===== src/rtl/fetch_ctrl_pkg.sv =====
// Shared types and defaults for the instruction-fetch controller.
package fetch_ctrl_pkg;
  localparam int              XLEN         = 32;
  localparam int              PC_INC_DEF   = 4;
  localparam logic [XLEN-1:0] RESET_PC_DEF = '0;

  typedef struct packed {
    logic [XLEN-1:0] pc;
    logic [XLEN-1:0] instr;
    logic            filled;
  } fetch_entry_t;
endpackage


===== src/rtl/fetch_ctrl_if.sv =====
// Instruction-memory bus: in-order read requests and responses.
interface fetch_ctrl_if;
  import fetch_ctrl_pkg::*;

  logic            req_valid;
  logic [XLEN-1:0] req_addr;
  logic            req_ready;
  logic            rsp_valid;
  logic [XLEN-1:0] rsp_data;

  modport master (output req_valid, req_addr, input req_ready, rsp_valid, rsp_data);
  modport slave  (input req_valid, req_addr, output req_ready, rsp_valid, rsp_data);
endinterface


===== src/rtl/fetch_buf.sv =====
// In-order fetch buffer: entries are allocated with their PC at issue, filled by
// responses in order, and popped from the head; a flush empties it in one cycle.
module fetch_buf
  import fetch_ctrl_pkg::*;
#(
  parameter int DEPTH = 2
) (
  input  logic                     clk,
  input  logic                     reset,
  input  logic                     i_flush,
  input  logic                     i_alloc,
  input  logic [XLEN-1:0]          i_alloc_pc,
  input  logic                     i_fill,
  input  logic [XLEN-1:0]          i_fill_data,
  input  logic                     i_pop,
  output logic [$clog2(DEPTH):0]   o_used,
  output logic                     o_head_valid,
  output logic [XLEN-1:0]          o_head_pc,
  output logic [XLEN-1:0]          o_head_instr
);
  localparam int AW = $clog2(DEPTH);

  fetch_entry_t    r_mem [DEPTH];
  logic [AW-1:0]   r_wr;
  logic [AW-1:0]   r_fill;
  logic [AW-1:0]   r_rd;
  logic [AW:0]     r_used;

  always_ff @(posedge clk) begin
    if (!reset || i_flush) begin
      r_wr   <= '0;
      r_fill <= '0;
      r_rd   <= '0;
      r_used <= '0;
    end else begin
      if (i_alloc) r_wr   <= r_wr + AW'(1);
      if (i_fill)  r_fill <= r_fill + AW'(1);
      if (i_pop)   r_rd   <= r_rd + AW'(1);
      case ({i_alloc, i_pop})
        2'b10:   r_used <= r_used + (AW+1)'(1);
        2'b01:   r_used <= r_used - (AW+1)'(1);
        default: r_used <= r_used;
      endcase
    end
  end

  // Entry contents carry no reset: r_used gates every read of them.
  always_ff @(posedge clk) begin
    if (i_alloc) r_mem[r_wr] <= '{pc: i_alloc_pc, instr: '0, filled: 1'b0};
    if (i_fill) begin
      r_mem[r_fill].instr  <= i_fill_data;
      r_mem[r_fill].filled <= 1'b1;
    end
  end

  assign o_used       = r_used;
  assign o_head_valid = (r_used != '0) && r_mem[r_rd].filled;
  assign o_head_pc    = r_mem[r_rd].pc;
  assign o_head_instr = r_mem[r_rd].instr;
endmodule


===== src/rtl/fetch_ctrl.sv =====
// Instruction-fetch controller: drives the PC register, issues in-order reads,
// drops responses made stale by redirects and presents {pc, instr} to decode.
module fetch_ctrl
  import fetch_ctrl_pkg::*;
#(
  parameter logic [XLEN-1:0] RESET_PC = RESET_PC_DEF,
  parameter int              PC_INC   = PC_INC_DEF,
  parameter int              DEPTH    = 2
) (
  input  logic            clk,
  input  logic            reset,
  input  logic [XLEN-1:0] pc_q,
  output logic            pc_le,
  output logic [XLEN-1:0] pc_d,
  fetch_ctrl_if.master    imem,
  input  logic            redirect_valid,
  input  logic [XLEN-1:0] redirect_pc,
  input  logic            stall,
  output logic            if_valid,
  output logic [XLEN-1:0] if_pc,
  output logic [XLEN-1:0] if_instr,
  input  logic            if_ready
);
  localparam int CW = $clog2(DEPTH) + 1;
  localparam int DW = CW + 6;

  logic [CW-1:0] r_outstanding;
  logic [DW-1:0] r_drop_cnt;
  logic [CW-1:0] w_used;
  logic [DW-1:0] w_inflight;
  logic          w_head_valid;
  logic          w_pop;
  logic          w_issue;
  logic          w_accept;
  logic          w_fill;
  logic          w_rsp_take;

  assign w_pop = w_head_valid && if_ready && !redirect_valid;
  // A slot popped this cycle is reusable at once, sustaining one fetch per cycle.
  assign w_issue  = reset && !redirect_valid && !stall && ((w_used < CW'(DEPTH)) || w_pop);
  assign w_accept = w_issue && imem.req_ready;

  assign imem.req_valid = w_issue;
  assign imem.req_addr  = pc_q;

  assign w_inflight = r_drop_cnt + DW'(r_outstanding);
  assign w_rsp_take = imem.rsp_valid && (w_inflight != '0);
  assign w_fill     = imem.rsp_valid && (r_drop_cnt == '0) && (r_outstanding != '0)
                      && !redirect_valid;

  always_comb begin
    pc_le = 1'b0;
    pc_d  = pc_q;
    if (!reset) begin
      pc_le = 1'b1;
      pc_d  = RESET_PC;
    end else if (redirect_valid) begin
      pc_le = 1'b1;
      pc_d  = redirect_pc;
    end else if (w_accept) begin
      pc_le = 1'b1;
      pc_d  = pc_q + XLEN'(PC_INC);
    end
  end

  // Older stale responses always arrive before any fetch issued after a redirect.
  always_ff @(posedge clk) begin
    if (!reset) begin
      r_outstanding <= '0;
      r_drop_cnt    <= '0;
    end else if (redirect_valid) begin
      r_outstanding <= '0;
      r_drop_cnt    <= w_inflight - DW'(w_rsp_take);
    end else begin
      case ({w_accept, w_fill})
        2'b10:   r_outstanding <= r_outstanding + CW'(1);
        2'b01:   r_outstanding <= r_outstanding - CW'(1);
        default: r_outstanding <= r_outstanding;
      endcase
      if (imem.rsp_valid && (r_drop_cnt != '0)) r_drop_cnt <= r_drop_cnt - DW'(1);
    end
  end

  fetch_buf #(.DEPTH(DEPTH)) u_buf (
    .clk          (clk),
    .reset        (reset),
    .i_flush      (redirect_valid),
    .i_alloc      (w_accept),
    .i_alloc_pc   (pc_q),
    .i_fill       (w_fill),
    .i_fill_data  (imem.rsp_data),
    .i_pop        (w_pop),
    .o_used       (w_used),
    .o_head_valid (w_head_valid),
    .o_head_pc    (if_pc),
    .o_head_instr (if_instr)
  );

  assign if_valid = reset && w_head_valid;
endmodule


===== src/flat_wrapper.sv =====
// flat-port wrapper written by rule: the top's interface ports become plain ports
module fetch_ctrl_flat import fetch_ctrl_pkg::*;
#(
  parameter logic [XLEN-1:0] RESET_PC = RESET_PC_DEF,
  parameter int              PC_INC   = PC_INC_DEF,
  parameter int              DEPTH    = 2
)
  (clk, reset, pc_q, pc_le, pc_d, redirect_valid, redirect_pc, stall, if_valid, if_pc, if_instr, if_ready, imem_req_valid, imem_req_addr, imem_req_ready, imem_rsp_valid, imem_rsp_data);
  fetch_ctrl_if imem_i ();
  input  logic clk;
  input  logic reset;
  input  logic [XLEN-1:0] pc_q;
  output logic pc_le;
  output logic [XLEN-1:0] pc_d;
  input  logic redirect_valid;
  input  logic [XLEN-1:0] redirect_pc;
  input  logic stall;
  output logic if_valid;
  output logic [XLEN-1:0] if_pc;
  output logic [XLEN-1:0] if_instr;
  input  logic if_ready;
  output wire logic [$bits(imem_i.req_valid)-1:0] imem_req_valid;
  output wire logic [$bits(imem_i.req_addr)-1:0] imem_req_addr;
  input wire logic [$bits(imem_i.req_ready)-1:0] imem_req_ready;
  input wire logic [$bits(imem_i.rsp_valid)-1:0] imem_rsp_valid;
  input wire logic [$bits(imem_i.rsp_data)-1:0] imem_rsp_data;
  assign imem_req_valid = imem_i.req_valid;
  assign imem_req_addr = imem_i.req_addr;
  assign imem_i.req_ready = imem_req_ready;
  assign imem_i.rsp_valid = imem_rsp_valid;
  assign imem_i.rsp_data = imem_rsp_data;
  fetch_ctrl #(.RESET_PC(RESET_PC), .PC_INC(PC_INC), .DEPTH(DEPTH)) u_core (.clk(clk), .reset(reset), .pc_q(pc_q), .pc_le(pc_le), .pc_d(pc_d), .imem(imem_i), .redirect_valid(redirect_valid), .redirect_pc(redirect_pc), .stall(stall), .if_valid(if_valid), .if_pc(if_pc), .if_instr(if_instr), .if_ready(if_ready));
endmodule

===== config.mk =====
export PLATFORM = sky130hd
export DESIGN_NAME = fetch_ctrl_flat
export DESIGN_NICKNAME = d
export VERILOG_FILES = /design/src/rtl/fetch_ctrl_pkg.sv /design/src/rtl/fetch_ctrl_if.sv /design/src/rtl/fetch_buf.sv /design/src/rtl/fetch_ctrl.sv /design/src/flat_wrapper.sv
export SDC_FILE = /design/constraint.sdc
export NUM_CORES = 1
export LEC_CHECK = 0
export ABC_CLOCK_PERIOD_IN_PS = 3900
export BUFFER_PORTS_ARGS = -buffer_cell sky130_fd_sc_hd__buf_4
export CAP_MARGIN = 10
export CORE_UTILIZATION = 25
export DETAILED_ROUTE_END_ITERATION = 10
export SYNTH_ARGS = -nofsm -noshare
export SYNTH_HDL_FRONTEND = slang
export SYNTH_SLANG_ARGS = --single-unit

===== constraint.sdc =====
create_clock -name clk -period 3.9 [get_ports clk]
set_input_delay 0.195 -clock clk [delete_from_list [all_inputs] [get_ports clk]]
set_output_delay 0.195 -clock clk [all_outputs]
set_load 0.005 [all_outputs]

==> implementation parameters, run 1 <==
Parameter                              Value

Outcome
  Outcome    finished, final reports clean

Die
  Die area    31610 sq um
  Horizontal die dimension    177.8 um
  DIE HEIGHT    177.8 um
  Initial core utilization    0.2572
  Floorplan core area    30030 sq um
  Row cnt    63
  Number of top-level pins    234

Power
  Clock network fraction of design power    0.408
  Highest ir drop seen on vdd    0.0002822 V
  Int Power    3.173 mW
  Portion of total power attributed to combinational logic    0.170
  Psw    1.106 mW
  Power per standard cell area    407.3 nW/um^2
  Post-layout total power    4.279 mW
  Share of total power in sequential cells    0.422
  Reported leakage power    4.148 nW
  Sw Share    0.2585

Job
  Max-capacitance violation count    0

Route
  Routed via count    5897
  Antenna Violating Nets Remaining    0
  First-iteration detailed-routing DRC count    347
  WL per Instance    17.16 um
  Via density per instance    4.662
  TritonRoute pass-1 iters    5
  Drc violations    0
  Drt total wl    21710 um

Timing
  Pins Over Slew Limit    0
  Number of failing hold endpoints at the final stage    0
  Remaining max-slew budget at the tightest pin    0.2190
  Final-layout setup total negative slack    0 ns
  RSZ-0062 raised after global routing    no
  Measured slew at the worst slew-check pin    1.167 ns
  Clk_skew    0.01427 ns
  Post-route fraction of the period consumed by the critical path    0.9372
  Max frequency    273.6 MHz
  Fin crit period    3.655 ns
  Setup Viol. Count Final    0

Critical path
  Cell with the largest stage delay on the worst path    sky130_fd_sc_hd__or4b_2
  Reg-to-reg slack, setup    0.25 ns
  Arrival time at the worst endpoint    3.99 ns
  Required time at the endpoint of the critical path    4.24 ns
  Highest cell delay on the worst timing path    0.59 ns
  Kind of end point of the critical path    flop
  Type of the setup path with the least slack    flop to flop
  Worst setup SP type    flop
  CP Cell Sequence    ha_1, inv_1, fa_1, nand2b_1, mux2i_1, a22oi_2, o41a_1, ha_1, ha_2, or4b_2, a21oi_1, o21ai_0, a211o_1, a21oi_1
  Worst-path maximum fanout    5

Synthesis
  Most used flip-flop cell after synthesis    sky130_fd_sc_hd__edfxtp_1
  Count of unique library cells instantiated by Yosys    58
  Portion of the post-synthesis area used by sequential elements    0.5442
  EDFF count, synth    128
  Syn Inst Count    648
  Warnings from Yosys    0
  Mean Syn Cell Area    11.92 sq um
  Seq cells post-synth    146
  Netlist area before placement    7725 sq um
  Post-synth net total    761
  Async S/R FF share, synth    0

GRT
  First-pass GRT wire length    31770 um
  Largest net degree at the start of global routing    65
  Antenna violations before repair    1
  Final global-route overflow total    0
  Global-route total usage across every layer    0.1354
  Vias in the first global route    5561

Cells and area
  Reg area    4208 sq um
  Fraction of final layout cells sized beyond drive strength 1    0.4096
  Synthesis-to-finish area growth    36.01%
  Net count of the finished layout    974
  Multi-input gate area in the final layout    3102 sq um
  Filler cells    2972

Clock network
  TritonCTS clock tree    yes
  Sink Count    146
  Setup bufs post-CTS    0
  H-tree levels    4
  Clock buffers created by TritonCTS    17
  Clock transition at path regs    0.06 ns
  Root Buffer    sky130_fd_sc_hd__clkbuf_16
  Clock insertion delay at the later pin of the skew report    0.43 ns
  CTS max path bufs    2

Hold path
  Type of the tightest min-delay check    primary input to flop

Placed design
  Number of buffers added on ports    233
  Post-detail-place hpwl    14830 um
  Routability-driven placement congestion ratio    0.8340
-- cell usage in the layout (no fill, tap or decap), drive strengths merged, types with 11 or more instances in the layout --
cell type and n:
dlygate4sd3 19, inv 20, clkbuf 17, xnor2 18, or3 13, nand3 17
nand4 11, edfxtp 128, mux2 64, o21ai 38, and2 34, nor2 28
a21oi 29, dfxtp 18, nand2 26, and3 34, xor2 16, buf 244
-- final cells by class --
type	instances	share of cell area
clock inverters	15	0.01929
flip-flops and latches	146	0.4005
multi-input cells	418	0.2952
repair buffers	263	0.1925
clock buffers	17	0.04049
well taps	390	0.04645
inverters	15	0.005359
diodes	1	0.0002382
-- final timing paths --
check	start	endpoint	depth (start not counted)
hold / removal	pc_q[14]	u_core.u_buf.r_mem[0][47]	1
hold reg to reg	u_core.u_buf.r_mem[0][0]	u_core.u_buf.r_mem[0][0]	2
setup reg to reg	u_core.r_drop_cnt[0]	u_core.r_drop_cnt[6]	14
setup / recovery	u_core.r_drop_cnt[0]	u_core.r_drop_cnt[6]	14
-- synth_stat cells, types with 18 or more instances --
library cell	number	share of area
sky130_fd_sc_hd__edfxtp_1	128	0.50
sky130_fd_sc_hd__mux2_2	64	0.093
sky130_fd_sc_hd__o21ai_0	38	0.025
sky130_fd_sc_hd__and2_1	34	0.028
sky130_fd_sc_hd__and3_1	34	0.028
sky130_fd_sc_hd__buf_4	32	0.031
sky130_fd_sc_hd__clkbuf_1	31	0.015
sky130_fd_sc_hd__a21oi_1	29	0.019
sky130_fd_sc_hd__nor2_1	28	0.014
sky130_fd_sc_hd__nand2_1	26	0.013
sky130_fd_sc_hd__dfxtp_1	18	0.047
sky130_fd_sc_hd__xnor2_1	18	0.020
-- flip-flops by register name (all words and copies together) (netlist names), named ones only --
register              count
u_core.u_buf.r_wr         1
u_core.r_drop_cnt         8
u_core.u_buf.r_mem      130
u_core.u_buf.r_fill       1
u_core.u_buf.r_rd         1
u_core.r_outstanding      2
u_core.u_buf.o_used       2
-- layer usage --
metal	track usage	routed length, um	up-vias	share of wire
met5	0	0	-	0
met4	0.07016	697	0	0.032
met3	0.02956	1146	39	0.053
met2	0.2261	10840	186	0.50
met1	0.1628	9020	2865	0.42
li1	-	-	2807	-
-- power groups by stage --
stage / Clock, mW / Combinational [mW] / Sequential [mW]
global route: 1.84 / 0.802 / 1.82
global placement: 0 / 0.701 / 1.84
floorplan: 0 / 0.468 / 1.80
finish: 1.74 / 0.727 / 1.81
detailed placement: 0 / 0.701 / 1.84
CTS: 1.78 / 0.720 / 1.81
-- critical path: cells and delay by family, from the launching register on --
family                     cells  cell delay (ns)
DFF                            1             0.40
buffers and inverters          1             0.06
and+or+nand+nor                2             0.82
AOI/OAI and AO/OA              6             1.09
muxes                          1             0.16
adders and majority gates      4             1.03
-- logic make-up after synthesis --
| group | Yosys count | share of synthesized area |
|---|---|---|
| AOI/OAI and AO/OA | 98 | 0.07872 |
| buffers and inverters | 84 | 0.05766 |
| DFF | 146 | 0.5442 |
| and+or+nand+nor | 202 | 0.1574 |
| adders and majority gates | 10 | 0.01717 |
| muxes | 74 | 0.1063 |
| xor gates and xnor gates | 34 | 0.03855 |
-- metrics by stage --
| step | std cells | utilization | cell area, sq um | hold slack [ns] | setup WS [ns] |
|---|---|---|---|---|---|
| 2_1_floorplan | 648 | - | 7725 | 0.2939 | 0.4773 |
| 3_5_place_dp | 1213 | 0.3223 | 9678 | 0.4129 | 0.1769 |
| 3_3_place_gp | 1213 | 0.3223 | 9678 | 0.4100 | 0.2035 |
| 6_report | 1265 | 0.3498 | 10510 | 0.02735 | 0.2451 |
| 4_1_cts | 1264 | 0.3495 | 10500 | 0.0001790 | 0.1537 |
| 5_1_grt | 1265 | 0.3498 | 10510 | 0.006412 | 0.002840 |
-- timing repair --
item / CTS / global route
hold endpoints to repair: 38 / 0
hold buffers: 19 / 0
gates resized for setup: 0 / 2
setup endpoints to repair: 0 / 1
No activity file was read; power rests on OpenSTA's default activity.
==> run 2, diff against run 1 <==
- ABC_AREA: default -> 1
==> implementation parameters, run 2 <==
Parameter                              Value

Outcome
  Outcome    finished, final reports clean (unchanged)

Cells and area
  Synthesis-to-finish area growth    31.07% (was 36.01%)
  Fraction of final layout cells sized beyond drive strength 1    0.3648 (was 0.4096)
  Largest registers    u_core.u_buf.r_mem (130), u_core.r_drop_cnt (8) (unchanged)
  Net count of the finished layout    1191 (was 974)
  Commonest cells after routing, fill and taps aside    sky130_fd_sc_hd__buf_4, sky130_fd_sc_hd__nand2_1, sky130_fd_sc_hd__edfxtp_1 (was sky130_fd_sc_hd__buf_4, sky130_fd_sc_hd__edfxtp_1, sky130_fd_sc_hd__mux2_2)
  Leading cell type in the layout, fill and taps excluded    sky130_fd_sc_hd__buf_4 (unchanged)
  Final std cell area, no fill    10910 sq um (was 10510 sq um)
  Flip-flop count of the largest register, all copies and words added    130 (unchanged)
  Most flop-heavy register    u_core.u_buf.r_mem (unchanged)
  Number of cells in the finished layout apart from fillers    1534 (was 1265)

Synthesis
  Post-synth net total    990 (was 761)
  Async S/R FF share, synth    0 (unchanged)
  Synth area leaders    sky130_fd_sc_hd__edfxtp_1, sky130_fd_sc_hd__mux2_2, sky130_fd_sc_hd__nand2_1 (was sky130_fd_sc_hd__edfxtp_1, sky130_fd_sc_hd__mux2_2, sky130_fd_sc_hd__dfxtp_1)
  Share of the synthesized area in the top cell type    0.4620 (was 0.4976)
  Netlist area before placement    8320 sq um (was 7725 sq um)
  Count of unique library cells instantiated by Yosys    39 (was 58)
  Seq cells post-synth    146 (unchanged)
  Mean Syn Cell Area    9.487 sq um (was 11.92 sq um)
  Most numerous cell in the Yosys netlist    sky130_fd_sc_hd__nand2_1 (was sky130_fd_sc_hd__edfxtp_1)
  Leading post-synthesis cells by instance count    sky130_fd_sc_hd__nand2_1, sky130_fd_sc_hd__edfxtp_1, sky130_fd_sc_hd__nor2_1 (was sky130_fd_sc_hd__edfxtp_1, sky130_fd_sc_hd__mux2_2, sky130_fd_sc_hd__o21ai_0)
  EDFF count, synth    128 (unchanged)
  Cell type with the largest total area after synthesis    sky130_fd_sc_hd__edfxtp_1 (unchanged)
  Syn Inst Count    877 (was 648)
  Most used flip-flop cell after synthesis    sky130_fd_sc_hd__edfxtp_1 (unchanged)
  Portion of the post-synthesis area used by sequential elements    0.5053 (was 0.5442)
  Warnings from Yosys    0 (unchanged)

Critical path
  Worst setup SP type    flop (unchanged)
  Required time at the endpoint of the critical path    4.20 ns (was 4.24 ns)
  Type of the setup path with the least slack    flop to flop (unchanged)
  Highest cell delay on the worst timing path    0.38 ns (was 0.59 ns)
  Count of cell instances traversed by the critical path    18 (was 14)
  Reg-to-reg slack, setup    0.76 ns (was 0.25 ns)
  Critical path buffers and inverters    5 (was 1)
  Crit path top cell by count    sky130_fd_sc_hd__inv_1
  CP Cell Sequence    ha_1, inv_1, fa_1, inv_1, nand3_1, xor2_1, inv_1, nand2_1, nor2_1, nand2_1, o21ai_0, inv_1, ha_1, ha_1, inv_1, nor2_1, o311ai_0, a21oi_1 (was ha_1, inv_1, fa_1, nand2b_1, mux2i_1, a22oi_2, o41a_1, ha_1, ha_2, or4b_2, a21oi_1, o21ai_0, a211o_1, a21oi_1)
  Worst-path maximum fanout    4 (was 5)
  Kind of end point of the critical path    flop (unchanged)
  Cell with the largest stage delay on the worst path    sky130_fd_sc_hd__fa_1 (was sky130_fd_sc_hd__or4b_2)
  FF-to-FF path depth    18 (was 14)
  Critical path's top delay family    adder cells (was compound AO/OA/AOI/OAI gates)
  Arrival time at the worst endpoint    3.44 ns (was 3.99 ns)

Clock network
  TritonCTS clock tree    yes (unchanged)
  Sink Count    146 (unchanged)
  H-tree levels    4 (unchanged)
  Cts hold-fix bufs    3 (was 19)
  Cells resized by post-CTS repair    0 (unchanged)
  CTS max path bufs    2 (unchanged)
  Setup bufs post-CTS    0 (unchanged)
  Clock transition at path regs    0.07 ns (was 0.06 ns)
  Root Buffer    sky130_fd_sc_hd__clkbuf_16 (unchanged)
  Clock buffers created by TritonCTS    17 (unchanged)
  Clock insertion delay at the later pin of the skew report    0.43 ns (about the same)

GRT
  Final global-route overflow total    0 (unchanged)
  Largest net degree at the start of global routing    72 (was 65)
  Global-route total usage across every layer    0.1393 (was 0.1354)
  Antenna violations before repair    0 (was 1)
  Vias in the first global route    6188 (was 5561)
  First-pass GRT wire length    35220 um (was 31770 um)

Timing
  Post-route fraction of the period consumed by the critical path    0.8047 (was 0.9372)
  Pins Over Slew Limit    0 (unchanged)
  Number of failing hold endpoints at the final stage    0 (unchanged)
  Max frequency    318.6 MHz (was 273.6 MHz)
  Setup Viol. Count Final    0 (unchanged)
  Measured slew at the worst slew-check pin    1.171 ns (was 1.167 ns)
  RSZ-0062 raised after global routing    no (unchanged)
  Fin crit period    3.138 ns (was 3.655 ns)
  Final-layout setup total negative slack    0 ns (unchanged)
  Remaining max-slew budget at the tightest pin    0.2166 (was 0.2190)
  Clk_skew    0.01298 ns (was 0.01427 ns)
  Post-Route Hold Slack    0.02459 ns (was 0.02735 ns)

Route
  Via density per instance    4.316 (was 4.662)
  Antenna Violating Nets Remaining    0 (unchanged)
  First-iteration detailed-routing DRC count    426 (was 347)
  WL per Instance    15.51 um (was 17.16 um)
  TritonRoute pass-1 iters    4 (was 5)
  Drt total wl    23800 um (was 21710 um)
  Routed via count    6621 (was 5897)
  Drc violations    0 (unchanged)

Placed design
  Number of buffers added on ports    233 (unchanged)
  Cells after DPL    1496 (was 1213)
  Total placed instance area    10270 sq um (was 9678 sq um)
  Routability-driven placement congestion ratio    0.8624 (was 0.8340)
  Post-detail-place hpwl    17470 um (was 14830 um)

Die
  Floorplan core area    32620 sq um (was 30030 sq um)
  Die area    34020 sq um (was 31610 sq um)
  Horizontal die dimension    184.4 um (was 177.8 um)
  Number of top-level pins    234 (unchanged)
  Row cnt    66 (was 63)
  Initial core utilization    0.2551 (was 0.2572)
  DIE HEIGHT    184.4 um (was 177.8 um)

Power
  Reported leakage power    4.393 nW (was 4.148 nW)
  Highest ir drop seen on vdd    0.0002529 V (was 0.0002822 V)
  Power per standard cell area    368.8 nW/um^2 (was 407.3 nW/um^2)

Hold path
  Type of the tightest min-delay check    primary input to flop (unchanged)
  Worst hold stages    1 (unchanged)

Job
  Max-capacitance violation count    0 (unchanged)
[run 2: cell count changes after synthesis, sizes merged, moves of 12 or more]
cell    change
clkbuf     -22
nand2     +126
or3        -13
and3       -34
xnor2      -14
a21oi      +17
o21ai      +43
nand3      +12
buf        +16
nor2      +104
inv        +90
and2       -33
[run 2: worst paths after layout]
kind	start	endpoint
min	pc_q[21]	u_core.u_buf.r_mem[0][54]
max	u_core.r_outstanding[0]	u_core.r_drop_cnt[2]
max reg2reg	u_core.r_outstanding[0]	u_core.r_drop_cnt[2]
min reg2reg	u_core.u_buf.r_mem[1][0]	u_core.u_buf.r_mem[1][0]
[run 2: logic make-up after synthesis]
group                    count (synthesis)  synth area share
multiplexers                            64           0.08662
AND/OR/NAND/NOR                        332            0.1674
AO/OA/AOI/OAI                          131           0.09579
adder cells (fa/ha/maj)                 10           0.01594
flip-flops                             146            0.5053
XOR/XNOR                                25           0.02632
buffers and inverters                  169            0.1027
[run 2: layer usage]
metal	part of all wire	GRT usage	vias to the layer above
met5	0	0	-
met4	0.017	0.04400	0
met3	0.047	0.03240	22
met2	0.49	0.2361	149
met1	0.44	0.1739	3157
li1	-	-	3293
[run 2: worst register-to-register path: cells and delay by family (launching register included)]
family	cells	cell delay, ns
fa+ha+maj	4	0.99
xor+xnor	1	0.21
buf+inv	5	0.40
flops	1	0.37
simple gates	5	0.51
compound gates	3	0.57
[run 2: layout make-up]
cell class	count	area, sq um
timing repair buffer	245	1852
inverter	106	405.4
clock buffer	17	425.4
sequential	146	4208
fill	3366	21710
multi-input combinational	562	3299
clock inverter	15	160.2
tap	442	553.0
antenna	1	2.502
[run 2: metrics by stage]
stage	setup WS (ns)	utilization	total power [mW]
floorplan	0.05558	-	2.157
global placement	0.7917	0.3148	2.432
detailed placement	0.7851	0.3148	2.430
CTS	0.7752	0.3336	4.060
global route	0.3979	0.3343	4.215
finish	0.7616	0.3343	4.022
[run 2: power breakdown]
part	internal, mW	switching (mW)	leakage (nW)
clock network	0.860	0.760	0.280
logic	0.280	0.368	2.89
registers	1.72	0.0303	1.22
total	2.86	1.16	4.39
==> run 3, diff against run 2 <==
- ABC_AREA: 1 -> 0
- ABC_CLOCK_PERIOD_IN_PS: 3900 -> 2600
- clock period: 3.9 -> 2.6 ns (I/O delays scaled with it)
==> implementation parameters, run 3 (synthesized netlist as in run 1, its figures left out) <==
Parameter                              Value

Route
  Routed via count    6294 (was 6621)
  Drt total wl    22990 um (was 23800 um)
  First-iteration detailed-routing DRC count    328 (was 426)
  Via density per instance    4.638 (was 4.316)
  TritonRoute pass-1 iters    4 (unchanged)
  WL per Instance    16.94 um (was 15.51 um)
  Drc violations    0 (unchanged)
  Antenna Violating Nets Remaining    0 (unchanged)

Clock network
  TritonCTS clock tree    yes (unchanged)
  H-tree levels    4 (unchanged)
  Clock buffers created by TritonCTS    17 (unchanged)
  Clock insertion delay at the later pin of the skew report    0.42 ns (was 0.43 ns)
  Root Buffer    sky130_fd_sc_hd__clkbuf_16 (unchanged)
  CTS max path bufs    2 (unchanged)
  Clock transition at path regs    0.06 ns (was 0.07 ns)
  Sink Count    146 (unchanged)

Die
  Die area    31610 sq um (was 34020 sq um)
  Floorplan core area    30030 sq um (was 32620 sq um)
  Number of top-level pins    234 (unchanged)
  DIE HEIGHT    177.8 um (was 184.4 um)
  Row cnt    63 (was 66)
  Horizontal die dimension    177.8 um (was 184.4 um)
  Initial core utilization    0.2572 (was 0.2551)

Placed design
  Post-detail-place hpwl    15480 um (was 17470 um)
  Cells after DPL    1252 (was 1496)
  Number of buffers added on ports    233 (unchanged)
  Routability-driven placement congestion ratio    0.8517 (was 0.8624)

Cells and area
  Commonest cells after routing, fill and taps aside    sky130_fd_sc_hd__buf_4, sky130_fd_sc_hd__edfxtp_1, sky130_fd_sc_hd__mux2_2, sky130_fd_sc_hd__dlygate4sd3_1, sky130_fd_sc_hd__o21ai_0 (was sky130_fd_sc_hd__buf_4, sky130_fd_sc_hd__nand2_1, sky130_fd_sc_hd__edfxtp_1)
  Filler cells    2911 (was 3366)
  Number of cells in the finished layout apart from fillers    1357 (was 1534)
  Leading cell type in the layout, fill and taps excluded    sky130_fd_sc_hd__buf_4 (unchanged)
  Multi-input gate area in the final layout    3196 sq um (was 3299 sq um)
  Flip-flop count of the largest register, all copies and words added    130 (unchanged)
  End-of-flow core utilization    0.3837 (was 0.3343)
  Net count of the finished layout    1068 (was 1191)
  Reg area    4217 sq um (was 4208 sq um)
  Largest registers    u_core.u_buf.r_mem (130), u_core.r_drop_cnt (8) (unchanged)
  Fraction of final layout cells sized beyond drive strength 1    0.4364 (was 0.3648)
  Inserted Diodes    0 (was 1)
  Most flop-heavy register    u_core.u_buf.r_mem (unchanged)
  Synthesis-to-finish area growth    49.16% (was 31.07%)

Timing
  Max frequency    326.9 MHz (was 318.6 MHz)
  Post-route fraction of the period consumed by the critical path    1.177 (was 0.8047)
  Worst path setup slack after routing    -0.4591 ns (was 0.7616 ns)
  Number of failing hold endpoints at the final stage    0 (unchanged)
  Setup Viol. Count Final    7 (was 0)
  RSZ-0062 raised after global routing    yes (was no)
  Measured slew at the worst slew-check pin    0.9782 ns (was 1.171 ns)
  Fin crit period    3.059 ns (was 3.138 ns)
  Clk_skew    0.01116 ns (was 0.01298 ns)
  Pins Over Slew Limit    0 (unchanged)
  Remaining max-slew budget at the tightest pin    0.3479 (was 0.2166)

Critical path
  Kind of end point of the critical path    flop (unchanged)
  Required time at the endpoint of the critical path    2.95 ns (was 4.20 ns)
  Worst-path maximum fanout    3 (was 4)
  Arrival time at the worst endpoint    3.40 ns (was 3.44 ns)
  FF-to-FF path depth    14 (was 18)
  Type of the setup path with the least slack    flop to flop (unchanged)
  Worst setup SP type    flop (unchanged)

Hold path
  Type of the tightest min-delay check    primary input to flop (unchanged)
  Worst hold stages    4 (was 1)

Power
  Psw    1.781 mW (was 1.158 mW)
  Sw Share    0.2663 (was 0.2880)
  Clock network fraction of design power    0.375 (was 0.403)
  Int Power    4.907 mW (was 2.863 mW)
  Reported leakage power    4.590 nW (was 4.393 nW)
  Share of total power in sequential cells    0.400 (was 0.436)
  Post-layout total power    6.688 mW (was 4.022 mW)
  Portion of total power attributed to combinational logic    0.225 (was 0.161)
  Power per standard cell area    580.4 nW/um^2 (was 368.8 nW/um^2)
  Highest ir drop seen on vdd    0.0003511 V (was 0.0002529 V)

Outcome
  Failing checks    setup timing
  Outcome    finished with violations (was finished, final reports clean)

GRT
  Largest net degree at the start of global routing    65 (was 72)
  Global-route total usage across every layer    0.1424 (was 0.1393)
  Final global-route overflow total    0 (unchanged)
  Antenna violations before repair    0 (unchanged)
  First-pass GRT wire length    34180 um (was 35220 um)
  Vias in the first global route    6168 (was 6188)

Job
  Max-capacitance violation count    0 (unchanged)
-- run 3: changes by cell type in the layout (fill, tap and decap cells not counted), moves of 13 or more --
cell | before | now
sky130_fd_sc_hd__nand2_1 | 145 | 26
sky130_fd_sc_hd__nor2_1 | 125 | 27
sky130_fd_sc_hd__inv_1 | 100 | 11
sky130_fd_sc_hd__dlygate4sd3_1 | 5 | 64
sky130_fd_sc_hd__buf_4 | 240 | 282
sky130_fd_sc_hd__and3_1 | 0 | 34
sky130_fd_sc_hd__and2_1 | 1 | 34
sky130_fd_sc_hd__o21ai_0 | 56 | 36
sky130_fd_sc_hd__a21oi_2 | 18 | 1
sky130_fd_sc_hd__o21ai_2 | 17 | 1
sky130_fd_sc_hd__nand3_1 | 28 | 14
sky130_fd_sc_hd__xnor2_1 | 4 | 18
sky130_fd_sc_hd__or3_1 | 0 | 13
-- run 3: per-layer routing --
| layer | GRT usage | vias to the layer above | wire, um |
|---|---|---|---|
| met5 | 0 | - | 0 |
| met4 | 0.04915 | 0 | 443 |
| met3 | 0.02614 | 28 | 862 |
| met2 | 0.2480 | 171 | 11440 |
| met1 | 0.1753 | 3103 | 10250 |
| li1 | - | 2992 | - |
-- run 3: timing repair --
action                                  in CTS  in global routing
gates cloned                                 0                  2
pin swaps                                   12                  5
gates resized for setup                      5                 11
endpoints found under the setup margin      38                102
hold buffers                                64                  0
setup buffers                                2                  6
endpoints found under the hold margin       96                  0
-- run 3: critical path: stages (launching register included) --
cell and delay (ns):
sky130_fd_sc_hd__dfxtp_4 0.36, sky130_fd_sc_hd__ha_4 0.13, sky130_fd_sc_hd__inv_2 0.03, sky130_fd_sc_hd__fa_2 0.34
sky130_fd_sc_hd__nand2b_4 0.16, sky130_fd_sc_hd__mux2i_2 0.16, sky130_fd_sc_hd__a22oi_2 0.20, sky130_fd_sc_hd__o41a_1 0.21
sky130_fd_sc_hd__ha_2 0.21, sky130_fd_sc_hd__ha_4 0.14, sky130_fd_sc_hd__or4b_4 0.45, sky130_fd_sc_hd__a21oi_2 0.14
sky130_fd_sc_hd__o21ai_2 0.07, sky130_fd_sc_hd__a211o_1 0.26, sky130_fd_sc_hd__a21oi_1 0.12
-- run 3: power groups by stage --
stage	clock (mW)	combinational [mW]	sequential [mW]
after global placement	0	1.32	2.72
after CTS	2.57	1.45	2.67
after global routing	2.65	1.65	2.68
after detailed placement	0	1.33	2.72
final	2.51	1.51	2.67
after floorplan	0	0.737	2.71
-- run 3: metrics by stage --
stage                     TNS [ns]  area, sq um  hold WS (ns)  worst slack (ns)
after floorplan            -0.7463         7790        0.2289           -0.4400
after global placement      -1.156        10120        0.3456           -0.4042
after detailed placement    -1.609        10120        0.3484           -0.5043
after CTS                   -1.572        11380        0.1566           -0.4774
after global routing        -2.812        11520        0.1575           -0.6125
final                       -1.772        11520        0.1742           -0.4591
-- run 3: path summary, 6_finish.rpt --
path	start	end	slack [ns]
max	u_core.r_outstanding[0]	u_core.r_drop_cnt[6]	-0.46
min	imem_rsp_valid	u_core.r_drop_cnt[5]	0.17
max reg2reg	u_core.r_outstanding[0]	u_core.r_drop_cnt[6]	-0.46
min reg2reg	u_core.u_buf.r_mem[1][0]	u_core.u_buf.r_mem[1][0]	0.46
-- run 3: layout make-up --
class                           instances  share of cell area
Sequential cell                       146              0.3659
Tap cell                              390             0.04235
Multi-Input combinational cell        418              0.2773
Inverter                               15            0.005429
Clock buffer                           19             0.03757
Clock inverter                         12             0.01357
Timing Repair Buffer                  357              0.2578
